--- src/rtl/multicycle_ctrl_if.sv ---
// multicycle_ctrl_if: control/handshake bundle between the multi-cycle MIPS controller and its datapath
interface multicycle_ctrl_if;
    logic [5:0] op;
    logic       zero;
    logic       mem_ready;
    logic       mem_req;
    logic       iord;
    logic       memwrite;
    logic       irwrite;
    logic       pcwrite;
    logic       regdst;
    logic       memtoreg;
    logic       regwrite;
    logic       alusrca;
    logic [1:0] alusrcb;
    logic [1:0] aluop;
    logic [1:0] pcsrc;
    logic       bus_err;
    logic       ill_op;
    modport master (
        input  op, zero, mem_ready,
        output mem_req, iord, memwrite, irwrite, pcwrite, regdst, memtoreg, regwrite,
               alusrca, alusrcb, aluop, pcsrc, bus_err, ill_op
    );
    modport slave (
        output op, zero, mem_ready,
        input  mem_req, iord, memwrite, irwrite, pcwrite, regdst, memtoreg, regwrite,
               alusrca, alusrcb, aluop, pcsrc, bus_err, ill_op
    );
endinterface

--- src/rtl/multicycle_ctrl.sv ---
// multicycle_ctrl: multi-cycle MIPS control FSM with memory ready handshake, wait timeout and illegal-op fault
module multicycle_ctrl #(
    parameter int TO_W   = 8,
    parameter int TO_MAX = 200
) (
    input logic               clk,
    input logic               rst,
    multicycle_ctrl_if.master bus
);
    localparam logic [3:0] IDLE    = 4'd0;
    localparam logic [3:0] FETCH   = 4'd1;
    localparam logic [3:0] DECODE  = 4'd2;
    localparam logic [3:0] MEMADR  = 4'd3;
    localparam logic [3:0] MEMRD   = 4'd4;
    localparam logic [3:0] MEMWB   = 4'd5;
    localparam logic [3:0] MEMWR   = 4'd6;
    localparam logic [3:0] RTYPEEX = 4'd7;
    localparam logic [3:0] ALUWB   = 4'd8;
    localparam logic [3:0] BEQEX   = 4'd9;
    localparam logic [3:0] ADDIEX  = 4'd10;
    localparam logic [3:0] ADDIWB  = 4'd11;
    localparam logic [3:0] JEX     = 4'd12;
    localparam logic [5:0] OP_R    = 6'b000000;
    localparam logic [5:0] OP_LW   = 6'b100011;
    localparam logic [5:0] OP_SW   = 6'b101011;
    localparam logic [5:0] OP_BEQ  = 6'b000100;
    localparam logic [5:0] OP_ADDI = 6'b001000;
    localparam logic [5:0] OP_J    = 6'b000010;
    logic [3:0]      state_q, state_d;
    logic [TO_W-1:0] cnt_q, cnt_d;
    logic            bus_err_q;
    logic            waiting, tmo, legal;
    assign legal   = bus.op inside {OP_R, OP_LW, OP_SW, OP_BEQ, OP_ADDI, OP_J};
    assign waiting = (state_q inside {FETCH, MEMRD, MEMWR}) & ~bus.mem_ready;
    // tmo fires on the TO_MAX-th consecutive wait cycle, aborting the access
    assign tmo     = waiting & (cnt_q == TO_W'(TO_MAX - 1));
    assign cnt_d   = (waiting && !tmo) ? cnt_q + TO_W'(1) : '0;
    assign bus.bus_err = bus_err_q;
    always_comb begin
        state_d = FETCH;
        case (state_q)
            FETCH:   state_d = bus.mem_ready ? DECODE : FETCH;
            DECODE:  state_d = bus.op == OP_R ? RTYPEEX :
                               (bus.op == OP_LW || bus.op == OP_SW) ? MEMADR :
                               bus.op == OP_BEQ ? BEQEX :
                               bus.op == OP_ADDI ? ADDIEX :
                               bus.op == OP_J ? JEX : FETCH;
            MEMADR:  state_d = bus.op == OP_LW ? MEMRD : MEMWR;
            MEMRD:   state_d = bus.mem_ready ? MEMWB : tmo ? FETCH : MEMRD;
            MEMWR:   state_d = (bus.mem_ready || tmo) ? FETCH : MEMWR;
            RTYPEEX: state_d = ALUWB;
            ADDIEX:  state_d = ADDIWB;
            default: state_d = FETCH;
        endcase
    end
    always_comb begin
        bus.mem_req  = 1'b0;
        bus.iord     = 1'b0;
        bus.memwrite = 1'b0;
        bus.irwrite  = 1'b0;
        bus.pcwrite  = 1'b0;
        bus.regdst   = 1'b0;
        bus.memtoreg = 1'b0;
        bus.regwrite = 1'b0;
        bus.alusrca  = 1'b0;
        bus.alusrcb  = 2'b00;
        bus.aluop    = 2'b00;
        bus.pcsrc    = 2'b00;
        bus.ill_op   = 1'b0;
        case (state_q)
            FETCH: begin
                bus.mem_req = 1'b1;
                bus.alusrcb = 2'b01;
                bus.irwrite = bus.mem_ready;
                bus.pcwrite = bus.mem_ready;
            end
            DECODE: begin
                bus.alusrcb = 2'b11;
                bus.ill_op  = ~legal;
            end
            MEMADR, ADDIEX: begin
                bus.alusrca = 1'b1;
                bus.alusrcb = 2'b10;
            end
            MEMRD: begin
                bus.mem_req = 1'b1;
                bus.iord    = 1'b1;
            end
            MEMWB: begin
                bus.memtoreg = 1'b1;
                bus.regwrite = 1'b1;
            end
            MEMWR: begin
                bus.mem_req  = 1'b1;
                bus.iord     = 1'b1;
                bus.memwrite = 1'b1;
            end
            RTYPEEX: begin
                bus.alusrca = 1'b1;
                bus.aluop   = 2'b10;
            end
            ALUWB: begin
                bus.regdst   = 1'b1;
                bus.regwrite = 1'b1;
            end
            BEQEX: begin
                bus.alusrca = 1'b1;
                bus.aluop   = 2'b01;
                bus.pcsrc   = 2'b01;
                bus.pcwrite = bus.zero;
            end
            ADDIWB: bus.regwrite = 1'b1;
            JEX: begin
                bus.pcsrc   = 2'b10;
                bus.pcwrite = 1'b1;
            end
            default: ;
        endcase
    end
    always_ff @(posedge clk or posedge rst) begin
        if (rst) begin
            state_q   <= IDLE;
            cnt_q     <= '0;
            bus_err_q <= 1'b0;
        end else begin
            state_q   <= state_d;
            cnt_q     <= cnt_d;
            bus_err_q <= bus_err_q | tmo;
        end
    end
endmodule
--- src/flat_wrapper.sv ---
// flat-port wrapper written by rule: the top's interface ports become plain ports
module multicycle_ctrl_flat 
#(
    parameter int TO_W   = 8,
    parameter int TO_MAX = 200
)
  (clk, rst, bus_op, bus_zero, bus_mem_ready, bus_mem_req, bus_iord, bus_memwrite, bus_irwrite, bus_pcwrite, bus_regdst, bus_memtoreg, bus_regwrite, bus_alusrca, bus_alusrcb, bus_aluop, bus_pcsrc, bus_bus_err, bus_ill_op);
  multicycle_ctrl_if bus_i ();
  input logic clk;
  input logic rst;
  input wire logic [$bits(bus_i.op)-1:0] bus_op;
  input wire logic [$bits(bus_i.zero)-1:0] bus_zero;
  input wire logic [$bits(bus_i.mem_ready)-1:0] bus_mem_ready;
  output wire logic [$bits(bus_i.mem_req)-1:0] bus_mem_req;
  output wire logic [$bits(bus_i.iord)-1:0] bus_iord;
  output wire logic [$bits(bus_i.memwrite)-1:0] bus_memwrite;
  output wire logic [$bits(bus_i.irwrite)-1:0] bus_irwrite;
  output wire logic [$bits(bus_i.pcwrite)-1:0] bus_pcwrite;
  output wire logic [$bits(bus_i.regdst)-1:0] bus_regdst;
  output wire logic [$bits(bus_i.memtoreg)-1:0] bus_memtoreg;
  output wire logic [$bits(bus_i.regwrite)-1:0] bus_regwrite;
  output wire logic [$bits(bus_i.alusrca)-1:0] bus_alusrca;
  output wire logic [$bits(bus_i.alusrcb)-1:0] bus_alusrcb;
  output wire logic [$bits(bus_i.aluop)-1:0] bus_aluop;
  output wire logic [$bits(bus_i.pcsrc)-1:0] bus_pcsrc;
  output wire logic [$bits(bus_i.bus_err)-1:0] bus_bus_err;
  output wire logic [$bits(bus_i.ill_op)-1:0] bus_ill_op;
  assign bus_i.op = bus_op;
  assign bus_i.zero = bus_zero;
  assign bus_i.mem_ready = bus_mem_ready;
  assign bus_mem_req = bus_i.mem_req;
  assign bus_iord = bus_i.iord;
  assign bus_memwrite = bus_i.memwrite;
  assign bus_irwrite = bus_i.irwrite;
  assign bus_pcwrite = bus_i.pcwrite;
  assign bus_regdst = bus_i.regdst;
  assign bus_memtoreg = bus_i.memtoreg;
  assign bus_regwrite = bus_i.regwrite;
  assign bus_alusrca = bus_i.alusrca;
  assign bus_alusrcb = bus_i.alusrcb;
  assign bus_aluop = bus_i.aluop;
  assign bus_pcsrc = bus_i.pcsrc;
  assign bus_bus_err = bus_i.bus_err;
  assign bus_ill_op = bus_i.ill_op;
  multicycle_ctrl #(.TO_W(TO_W), .TO_MAX(TO_MAX)) u_core (.clk(clk), .rst(rst), .bus(bus_i));
endmodule
--- config.mk ---
export PLATFORM = sky130hd
export DESIGN_NAME = multicycle_ctrl_flat
export DESIGN_NICKNAME = d
export VERILOG_FILES = /design/src/rtl/multicycle_ctrl_if.sv /design/src/rtl/multicycle_ctrl.sv /design/src/flat_wrapper.sv
export SDC_FILE = /design/constraint.sdc
export NUM_CORES = 1
export LEC_CHECK = 0
export CAP_MARGIN = 20
export CORE_ASPECT_RATIO = 2
export CORE_MARGIN = 2
export CORE_UTILIZATION = 25
export DETAILED_ROUTE_END_ITERATION = 16
export HOLD_SLACK_MARGIN = 0.12
export PLACE_DENSITY_LB_ADDON = 0.3
export SLEW_MARGIN = 5
export SYNTH_ARGS = -nofsm -noshare
export SYNTH_HDL_FRONTEND = slang
export SYNTH_SLANG_ARGS = --single-unit
--- constraint.sdc ---
create_clock -name clk -period 1.7 [get_ports clk]
set_input_delay 0.255 -clock clk [delete_from_list [all_inputs] [get_ports clk]]
set_output_delay 0.255 -clock clk [all_outputs]
set_load 0.1 [all_outputs]
==> impl_metrics.tcl <==
set metrics [dict create \
    outcome "finished, violations left" \
    failed_checks "setup timing" \
    worstSetupPathType "reg -> out" \
    die_area_um2 4210 \
    drt-wirelength-per-cell_um 13.3 \
    die_w_um 46.9 \
    setup_viol 5 \
    layout.cells.most_common "buf_4" \
    vias 1030 \
    clk_root_buffer_cell "clkbuf_8" \
    synth.yosys.warnings 0 \
    synth_edf_count 0 \
    routed_via_density 4.79 \
    synthesis.area_um2 921 \
    period_needed_ns 1.81 \
    yosysSeqAreaShare 0.353 \
    period_share 1.07 \
    ys.flop_type "dfrtp_1" \
    place_inst 201 \
    dpl_worst_slack_ns -0.127 \
    worst-path-max-fanout 4 \
    floorplan.die.height_um 89.8 \
    worst_skew_pair.late_latency_ns 0.25 \
    gr-total-overflow 0 \
    critPathLaunch "u_core.state_q[2]" \
    endpoint_kind "output port" \
    vdd.ir_drop.worst_v 0.000932 \
    cpMaxStageDelayCell "dfrtp_1" \
    final_cell_mix "30 x buf_4, 18 x buf_12, 10 x nor2_1, 10 x dfrtp_1" \
    tightestPinTransition_ns 0.478 \
    firstDrtPassIters 4 \
    clock_tree.htree_level_count 1 \
    dpl.hpwl_um 2260 \
    fillerInstances 333 \
    multi_input_area_um2 759 \
    hold_path_class "in -> async" \
    rsz0062_at_grt "yes" \
    cp_data_required_time_ns 1.44 \
    post_layout_nonfiller_instances 215 \
    mappedNetlistNets 121 \
    grt_max_degree 14 \
    place.port_buffers 26 \
    floorplan.io_pins 27 \
    worst_setup_path_start_kind "register" \
    clkTransAtPathRegs_ns 0.05 \
    initialDrtViolationCount 13 \
    remaining_drc_errors 0 \
    power_density_nw_per_um2 1770 \
    synth_async_reset_ratio 1.00 \
    core.rowCount 31 \
    floorplan.initialDensity 0.258 \
    postLayoutSetupSlackWorst_ns -0.113 \
    first_pass_grt_wire_length_um 4810 \
    gp_routability_congestion 0.752 \
    count_of_unique_library_cells_instantiated_by_yosys 39 \
    syn-instance-count 110 \
    grt_antenna_before_repair 0 \
    ant_nets 0 \
    cts_max_path_buffers 2 \
    design.final.nets 178 \
    worst_path_largest_cell_delay_ns 0.40 \
    cts_made_buffers 3 \
    core_um2 3570 \
    layout-drive-gt1-share 0.512 \
    timing.final.hold_violations 0 \
    cellLeakagePower_nw 0.756 \
    clock_tree_from_tritoncts "yes" \
    synth_area_per_cell_um2 8.37 \
    cp.arrival_ns 1.56 \
    ff_latch_count_synth 13 \
    achievable_clock_frequency_mhz 552 \
    max-slew-margin-rel 0.681 \
    cp_cell_sequence "nand2b_1 -> or3_4 -> nor3_4 -> buf_12" \
    slew_violations 0 \
    post-layout-total-power_w 0.00334 \
    numClockSinks 13 \
    first_global_vias 1053 \
    timing.max_cap.violations 0 \
    clock_skew_ns 0.000686 \
    worstReg2RegStart "u_core.cnt_q[0]" \
    routed_wl_um 2850 \
    groute.usage.overall 0.150 \
    area.growth.synth_to_final_pct 105 \
    seq_area_um2 329 \
    antenna_cells_inserted 0 \
]
-- timing repair --
item | CTS | global route
hold buffers | 0 | 0
pin swaps | 2 | 1
gates resized for setup | 9 | 4
buffers inserted | 4 | 6
endpoints found under the setup margin | 13 | 9
-- cells in the mapped netlist (4+ instances only) --
cell / n / area, um2
buf_2: 4 / 20.0
dfrtp_1: 13 / 325
nand2_1: 5 / 18.8
nand2b_1: 7 / 43.8
nand3_1: 4 / 20.0
nor2_1: 19 / 71.3
nor3_1: 4 / 20.0
o21ai_0: 5 / 25.0
xnor2_1: 4 / 35.0
-- final timing paths --
path                                      to  slack [ns]  depth (start not counted)
max                               bus_ill_op       -0.11                          4
min                          u_core.cnt_q[5]        0.34                          2
max reg2reg                u_core.state_q[1]        0.17                          5
min reg2reg                  u_core.cnt_q[0]        0.46                          1
max in group asynchronous  u_core.state_q[0]        1.01                          2
min in group clk             u_core.cnt_q[0]        0.46                          1
-- kinds of logic after synthesis --
family	share of synthesized area
buf+inv	0.0421
xor+xnor	0.0666
simple gates	0.351
compound gates	0.163
flops	0.353
fa+ha+maj	0.0245
-- worst max-delay path, delay by kind of cell (launching register included) --
| family | cells | cell delay (ns) |
|---|---|---|
| buffers and inverters | 1 | 0.20 |
| AND/OR/NAND/NOR | 3 | 0.71 |
| flip-flops | 1 | 0.40 |
-- sequential cells by signal, summed over array words and instances (netlist names) --
signal,count
u_core.cnt_q,8
u_core.state_q,4
u_core.bus.bus_err,1
-- per-stage QoR --
step | utilization | TNS, ns | hold slack (ns) | cell area (um2)
after floorplan | - | -2.16 | 0.132 | 1110
after global placement | 0.487 | -0.283 | 0.442 | 1740
after detailed placement | 0.487 | -0.433 | 0.450 | 1740
after CTS | 0.511 | -0.365 | 0.367 | 1820
after global routing | 0.528 | -0.667 | 0.415 | 1880
final | 0.528 | -0.279 | 0.343 | 1880
-- final cells by class --
class | instances | share of cell area
clock buffer | 4 | 0.0239
sequential | 13 | 0.175
multi-input combinational | 88 | 0.403
timing repair buffer | 58 | 0.360
inverter | 3 | 0.00598
tap | 49 | 0.0325
-- layer usage --
metal,part of all wire,global-route usage,up-vias
li1,-,-,504
met1,0.35,0.170,501
met2,0.61,0.276,22
met3,0.023,0.0141,3
met4,0.012,0.0347,0
met5,0,0,-
-- power breakdown --
part | switching [W] | internal, W | leakage (nW) | total [W]
Combinational | 0.00153 | 0.00108 | 0.561 | 0.00261
Sequential | 0.0000905 | 0.000365 | 0.172 | 0.000455
Clock | 0.000112 | 0.000166 | 0.0228 | 0.000278
Total | 0.00173 | 0.00161 | 0.756 | 0.00334
(Power assumes the default switching activity.)
